## src/rtl/apb_timer_if.sv

```systemverilog
// APB slave bus bundle for the timer: select/enable/direction, address,
// write data and the registered read data returned by the slave.
interface apb_timer_if;
  logic        PSEL;
  logic        PENABLE;
  logic        PWRITE;
  logic [31:0] PADDR;
  logic [31:0] PWDATA;
  logic [31:0] PRDATA;

  modport master (
    output PSEL, PENABLE, PWRITE, PADDR, PWDATA,
    input  PRDATA
  );

  modport slave (
    input  PSEL, PENABLE, PWRITE, PADDR, PWDATA,
    output PRDATA
  );
endinterface

```

## src/rtl/apb_timer.sv

```systemverilog
// APB down-counting timer with 8-bit prescaler, one-shot/auto-reload modes,
// sticky underflow flag, protocol-error flag and a level interrupt.
// The bus access path is a two-state FSM: a setup cycle captures the access
// and, for reads, loads PRDATA; the following enable cycle commits writes.
module apb_timer (
  input  logic       HCLK,
  input  logic       HRESETn,
  apb_timer_if.slave apb,
  output logic       IRQ
);

  typedef enum logic [0:0] {
    A_IDLE  = 1'b0,
    A_SETUP = 1'b1
  } acc_state_e;

  localparam logic [7:0] OFS_CTRL     = 8'h00;
  localparam logic [7:0] OFS_LOAD     = 8'h04;
  localparam logic [7:0] OFS_VALUE    = 8'h08;
  localparam logic [7:0] OFS_PRESCALE = 8'h0C;
  localparam logic [7:0] OFS_STATUS   = 8'h10;

  // Access FSM and captured transfer
  acc_state_e  state_q;
  logic [7:0]  addr_q;
  logic        write_q;
  logic [31:0] wdata_q;
  logic [31:0] prdata_q;

  // Programmer-visible registers and prescaler
  logic [2:0]  ctrl_q,     ctrl_d;      // {IRQEN, RELOAD, EN}
  logic [31:0] load_q,     load_d;
  logic [31:0] value_q,    value_d;
  logic [7:0]  prescale_q, prescale_d;
  logic        irqf_q,     irqf_d;
  logic        perr_q,     perr_d;
  logic [7:0]  pcnt_q,     pcnt_d;

  logic        setup_s;
  logic        commit_s;
  logic        abort_s;
  logic        wr_commit_s;
  logic        tick_s;
  logic        underflow_s;
  logic [31:0] rd_data_s;
  logic        unused_s;

  // Upper address bits are deliberately not decoded.
  assign unused_s    = ^apb.PADDR[31:8];

  assign setup_s     = apb.PSEL && !apb.PENABLE;
  assign commit_s    = (state_q == A_SETUP) && apb.PENABLE;
  assign abort_s     = (state_q == A_SETUP) && !apb.PENABLE;
  assign wr_commit_s = commit_s && write_q;

  assign tick_s      = ctrl_q[0] && (pcnt_q == prescale_q);
  assign underflow_s = tick_s && (value_q == 32'd0);

  assign apb.PRDATA  = prdata_q;
  assign IRQ         = irqf_q && ctrl_q[2];

  // Read mux on the live setup-cycle address; misaligned or unmapped reads give 0
  always_comb begin
    rd_data_s = 32'd0;
    case (apb.PADDR[7:0])
      OFS_CTRL:     rd_data_s = {29'd0, ctrl_q};
      OFS_LOAD:     rd_data_s = load_q;
      OFS_VALUE:    rd_data_s = value_q;
      OFS_PRESCALE: rd_data_s = {24'd0, prescale_q};
      OFS_STATUS:   rd_data_s = {30'd0, perr_q, irqf_q};
      default:      rd_data_s = 32'd0;
    endcase
  end

  // Register next-state: countdown, then bus writes which override hardware updates
  always_comb begin
    ctrl_d     = ctrl_q;
    load_d     = load_q;
    value_d    = value_q;
    prescale_d = prescale_q;
    irqf_d     = irqf_q;
    perr_d     = perr_q;
    pcnt_d     = pcnt_q;

    if (!ctrl_q[0]) begin
      pcnt_d = 8'd0;
    end else if (tick_s) begin
      pcnt_d = 8'd0;
    end else begin
      pcnt_d = pcnt_q + 8'd1;
    end

    if (tick_s && (value_q != 32'd0)) begin
      value_d = value_q - 32'd1;
    end else if (underflow_s && ctrl_q[1]) begin
      value_d = load_q;
    end else if (underflow_s) begin
      ctrl_d[0] = 1'b0;
    end else begin
      value_d = value_q;
    end

    // W1C first so a same-cycle hardware set still wins
    if (wr_commit_s && (addr_q == OFS_STATUS)) begin
      irqf_d = irqf_q & ~wdata_q[0];
      perr_d = perr_q & ~wdata_q[1];
    end else begin
      irqf_d = irqf_q;
      perr_d = perr_q;
    end

    if (underflow_s) begin
      irqf_d = 1'b1;
    end else begin
      irqf_d = irqf_d;
    end

    if (abort_s) begin
      perr_d = 1'b1;
    end else begin
      perr_d = perr_d;
    end

    if (wr_commit_s) begin
      case (addr_q)
        OFS_CTRL:     ctrl_d     = wdata_q[2:0];
        OFS_LOAD: begin
          load_d  = wdata_q;
          value_d = wdata_q;
        end
        OFS_PRESCALE: prescale_d = wdata_q[7:0];
        default:      ctrl_d     = ctrl_d;
      endcase
    end else begin
      ctrl_d = ctrl_d;
    end
  end

  // Access FSM: capture on any setup cycle, return to idle after enable or abort
  always_ff @(posedge HCLK or negedge HRESETn) begin
    if (!HRESETn) begin
      state_q  <= A_IDLE;
      addr_q   <= 8'd0;
      write_q  <= 1'b0;
      wdata_q  <= 32'd0;
      prdata_q <= 32'd0;
    end else if (setup_s) begin
      state_q <= A_SETUP;
      addr_q  <= apb.PADDR[7:0];
      write_q <= apb.PWRITE;
      wdata_q <= apb.PWDATA;
      if (!apb.PWRITE) begin
        prdata_q <= rd_data_s;
      end else begin
        prdata_q <= prdata_q;
      end
    end else begin
      case (state_q)
        A_SETUP: state_q <= A_IDLE;
        A_IDLE:  state_q <= A_IDLE;
        default: state_q <= A_IDLE;
      endcase
    end
  end

  // Timer register state
  always_ff @(posedge HCLK or negedge HRESETn) begin
    if (!HRESETn) begin
      ctrl_q     <= 3'd0;
      load_q     <= 32'd0;
      value_q    <= 32'd0;
      prescale_q <= 8'd0;
      irqf_q     <= 1'b0;
      perr_q     <= 1'b0;
      pcnt_q     <= 8'd0;
    end else begin
      ctrl_q     <= ctrl_d;
      load_q     <= load_d;
      value_q    <= value_d;
      prescale_q <= prescale_d;
      irqf_q     <= irqf_d;
      perr_q     <= perr_d;
      pcnt_q     <= pcnt_d;
    end
  end

endmodule

```

## src/flat_wrapper.sv

```systemverilog
// flat-port wrapper written by rule: the top's interface ports become plain ports
module apb_timer_flat 
  (HCLK, HRESETn, IRQ, apb_PSEL, apb_PENABLE, apb_PWRITE, apb_PADDR, apb_PWDATA, apb_PRDATA);
  apb_timer_if apb_i ();
  input  logic HCLK;
  input  logic HRESETn;
  output logic IRQ;
  input wire logic [$bits(apb_i.PSEL)-1:0] apb_PSEL;
  input wire logic [$bits(apb_i.PENABLE)-1:0] apb_PENABLE;
  input wire logic [$bits(apb_i.PWRITE)-1:0] apb_PWRITE;
  input wire logic [$bits(apb_i.PADDR)-1:0] apb_PADDR;
  input wire logic [$bits(apb_i.PWDATA)-1:0] apb_PWDATA;
  output wire logic [$bits(apb_i.PRDATA)-1:0] apb_PRDATA;
  assign apb_i.PSEL = apb_PSEL;
  assign apb_i.PENABLE = apb_PENABLE;
  assign apb_i.PWRITE = apb_PWRITE;
  assign apb_i.PADDR = apb_PADDR;
  assign apb_i.PWDATA = apb_PWDATA;
  assign apb_PRDATA = apb_i.PRDATA;
  apb_timer u_core (.HCLK(HCLK), .HRESETn(HRESETn), .apb(apb_i), .IRQ(IRQ));
endmodule
```

## config.mk

```make
export PLATFORM = sky130hd
export DESIGN_NAME = apb_timer_flat
export DESIGN_NICKNAME = d
export VERILOG_FILES = /design/src/rtl/apb_timer_if.sv /design/src/rtl/apb_timer.sv /design/src/flat_wrapper.sv
export SDC_FILE = /design/constraint.sdc
export NUM_CORES = 1
export LEC_CHECK = 0
export BUFFER_PORTS_ARGS = -buffer_cell sky130_fd_sc_hd__clkbuf_2
export CAP_MARGIN = 10
export CORE_ASPECT_RATIO = 1.75
export CORE_MARGIN = 5
export CORE_UTILIZATION = 58
export DETAILED_ROUTE_END_ITERATION = 6
export MAX_ROUTING_LAYER = met4
export PLACE_DENSITY = 0.8
export SLEW_MARGIN = 10
export SYNTH_ARGS = -nofsm -noshare
export SYNTH_HDL_FRONTEND = slang
export SYNTH_SLANG_ARGS = --single-unit
```

## constraint.sdc

```tcl
create_clock -name HCLK -period 3 [get_ports HCLK]
set_clock_uncertainty 0.05 [all_clocks]
set_input_delay 0.45 -clock HCLK [delete_from_list [all_inputs] [get_ports HCLK]]
set_output_delay 0.45 -clock HCLK [all_outputs]
set_load 0.03 [all_outputs]
```

==> flow_summary_export.csv <==
group,metric,value,unit
timing,fin_tns_setup,0,ps
worst_setup_path,cp_data_arrival_time,3050,ps
routing,ant_nets,0,
cts,path_clk_slew,70,ps
floorplanning,dieHeight,161,µm
global_route,antenna_found_initial,0,
timing,finalMaxSlewViolations,0,
synthesis,synth-edff-count,0,
power,sequentialPowerShare,0.442,
worst_setup_path,slowest_delay,490,ps
routing,routed_via_density,6.33,
floorplanning,dieArea,15600,µm²
placement,placed_cell_area,8380,µm²
layout,layout_common_cells,"159 x dfrtp_1, 149 x nand2_1, 76 x clkbuf_2, 55 x o21ai_0, 52 x mux2_2",
floorplanning,io_pins,102,
synthesis,async_flop_share,1.00,
worst_setup_path,critical_path_class,"register to register",
cts,cts_sinks,159,
synthesis,syn_inst,764,
power,clkPwrFrac,0.376,
power,swShare,0.307,
floorplanning,fp.coreArea,12900,µm²
timing,fmax,362,MHz
synthesis,ys_warn_count,0,
global_route,grt_start_max_net_pins,61,
run_status,status,"finished, final reports clean",
global_route,overflow,0,
placement,hpwl,14100,µm
min_path,hold_depth,2,
timing,hold_violations,0,
routing,drt_iter0_markers,698,
power,share_comb_of_total_power,0.182,
floorplanning,start_util,0.590,
worst_setup_path,reg2reg_depth,7,
layout,area_growth,18.2,%
cts,cts_buffers,17,
power,power_density,644,nW/µm²
worst_setup_path,worstSetupEndpointType,"register",
synthesis,synth.distinct_cells,60,
cts,postCtsSetupBuffers,0,
worst_setup_path,slowest_stage,"dfrtp_1",
routing,drtPass1Iterations,6,
power,p_leak,4.02,nW
timing,tightest_slew,1040,ps
global_route,grt_use_total,0.289,
timing,relSlewSlack,0.307,
routing,wirelength,20500,µm
worst_setup_path,path_cells,"nor4_1 > nand4_1 > or3_1 > buf_4 > mux2_4 > a31o_1 > a21oi_2",
synthesis,synth_nets,836,
placement,port_buffers,77,
job,maxCapViolations,0,
routing,drc,0,
worst_setup_path,timing.rr.start,"u_core.value_q[2]$_DFF_PN0_",
min_path,worstHoldStart,"apb_PWDATA[15]",
worst_setup_path,reg2reg_to,"u_core.value_q[26]$_DFF_PN0_",
synthesis,syn-cell-area,7600,µm²
global_route,grt_pass1_wl,34100,µm
power,p_switching,1.77,mW
cts,clkLatencyLatePin,420,ps
cts,cts_tree,"built",
min_path,holdPathEnd,"u_core.wdata_q[15]$_DFFE_PN0P_",
power,intPower,4.01,mW
timing,setup_viol,0,
synthesis,yosys_most_used_dff,"dfrtp_1",
cts,h-tree-depth,4,
floorplanning,rows,55,
floorplanning,die_x,96.5,µm
layout,layout.nets,924,
power,peakVddDrop,0.000516,V
placement,place_congestion,0.939,
cts,cts_resized,0,
synthesis,syn_area_per_cell,9.95,µm²
worst_setup_path,crit_fanout,11,
routing,via_count,6553,
cts,clockRootBuffer,"clkbuf_16",
layout,drive_above_1_share,0.249,
timing,rsz0062_at_grt,"no",
timing,period_minus_slack,2760,ps
synthesis,synth_seq_cells,159,
layout,final_common_cell,"dfrtp_1",
global_route,first_global_vias,6827,
worst_setup_path,rrSetupSlack,240,ps
layout,antenna_cells,0,
worst_setup_path,start_kind,"register",
worst_setup_path,critical_path_required,3290,ps
cts,clk_path_buf_depth,2,
synthesis,ys_seq_area_frac,0.524,
layout,final_cell_area,8980,µm²
timing,period_share,0.920,
routing,post_drt_wl_per_cell,19.8,µm
min_path,hold_path.class,"primary input to register",
cell families (layout without fill, tap and decap cells):
logic type	Yosys count	in the layout	synth area share
adder cells (fa/ha/maj)	3	3	0.00494
buffers and inverters	55	156	0.0280
AO/OA/AOI/OAI	169	169	0.145
flip-flops	159	159	0.524
AND/OR/NAND/NOR	300	300	0.189
multiplexers	59	59	0.0869
XOR/XNOR	19	19	0.0219
power groups by stage:
stage | Sequential (mW) | Combinational [mW] | Clock (mW)
6_report | 2.56 | 1.05 | 2.18
5_1_grt | 2.58 | 1.16 | 2.28
4_1_cts | 2.55 | 1.04 | 2.20
3_5_place_dp | 2.59 | 1.02 | 0
3_3_place_gp | 2.57 | 0.997 | 0
2_1_floorplan | 2.50 | 0.671 | 0
layer usage:
layer  part of all wire  global-route usage
met5                  0                   -
met4              0.046               0.140
met3              0.051              0.0461
met2               0.54               0.492
met1               0.36               0.323
state kept, by name, indices dropped and copies added, names as in the netlist:
name / flops
u_core.addr_q: 8
u_core.apb.PRDATA: 32
u_core.ctrl_q: 3
u_core.irqf_q: 1
u_core.load_q: 32
u_core.pcnt_q: 8
u_core.perr_q: 1
u_core.prescale_q: 8
u_core.state_q: 1
u_core.value_q: 32
u_core.wdata_q: 32
u_core.write_q: 1
stage by stage:
stage	hold WS [ps]	util	power (mW)	setup slack (ps)	cells
2_1_floorplan	104	-	3.17	652	764
3_3_place_gp	403	0.651	3.57	507	1003
3_5_place_dp	410	0.651	3.61	388	1003
4_1_cts	195	0.698	5.79	278	1036
5_1_grt	206	0.698	6.02	125	1036
6_report	202	0.698	5.79	239	1036
cells in the mapped netlist (all sizes together), types with 3 or more instances:
| library cell | number | area (µm²) |
|---|---|---|
| a222oi | 5 | 50.1 |
| a22oi | 26 | 195 |
| o21ai | 57 | 285 |
| o311ai | 3 | 26.3 |
| nand2 | 149 | 559 |
| clkbuf | 43 | 161 |
| nor2b | 3 | 18.8 |
| or4 | 4 | 30.0 |
| mux2 | 53 | 601 |
| or3 | 9 | 56.3 |
| inv | 7 | 26.3 |
| xor2 | 8 | 70.1 |
| a32o | 3 | 30.0 |
| xnor2 | 11 | 96.3 |
| mux2i | 6 | 60.1 |
| o31ai | 5 | 37.5 |
| and3 | 11 | 68.8 |
| a21o | 3 | 22.5 |
| nand3 | 20 | 100 |
| buf | 5 | 25.0 |
| a221oi | 6 | 52.6 |
| dfrtp | 159 | 3980 |
| a211oi | 4 | 30.0 |
| and2 | 4 | 25.0 |
| nor4 | 22 | 174 |
| nor2 | 36 | 135 |
| a21oi | 29 | 149 |
| a31oi | 7 | 43.8 |
| ha | 3 | 37.5 |
| nor3 | 21 | 115 |
| nand4 | 12 | 81.3 |
area by class of cell:
cell class                 instances  area, µm²
fill                             973       3880
tap                              171        214
inverter                           7       26.3
sequential                       159       3980
clock buffer                      19        443
clock inverter                    13        151
timing repair buffer             117        732
multi-input combinational        550       3440
critical path: cells and delay by family, from the launching register on:
kind | cells | cell delay [ps]
compound gates | 2 | 370
buf+inv | 1 | 200
flops | 1 | 490
simple gates | 3 | 1270
mux | 1 | 300
timing repair:
action	CTS	global route
setup endpoints to repair	0	0
hold buffers	1	0
hold endpoints to repair	57	0
worst max-delay path by stage:
stage | slack (ps) | cells after the start | to | start
final | 240 | 7 | u_core.value_q[26]$_DFF_PN0_ | u_core.value_q[2]$_DFF_PN0_
after global routing | 120 | 7 | u_core.value_q[14]$_DFF_PN0_ | u_core.value_q[2]$_DFF_PN0_
after CTS | 280 | 7 | u_core.value_q[26]$_DFF_PN0_ | u_core.value_q[2]$_DFF_PN0_
after detailed placement | 390 | 7 | u_core.value_q[14]$_DFF_PN0_ | u_core.value_q[2]$_DFF_PN0_
after global placement | 510 | 7 | u_core.value_q[26]$_DFF_PN0_ | u_core.value_q[2]$_DFF_PN0_
after floorplan | 650 | 7 | u_core.value_q[26]$_DFF_PN0_ | u_core.value_q[9]$_DFF_PN0_
Note: power is estimated with default switching activity, not from simulation.
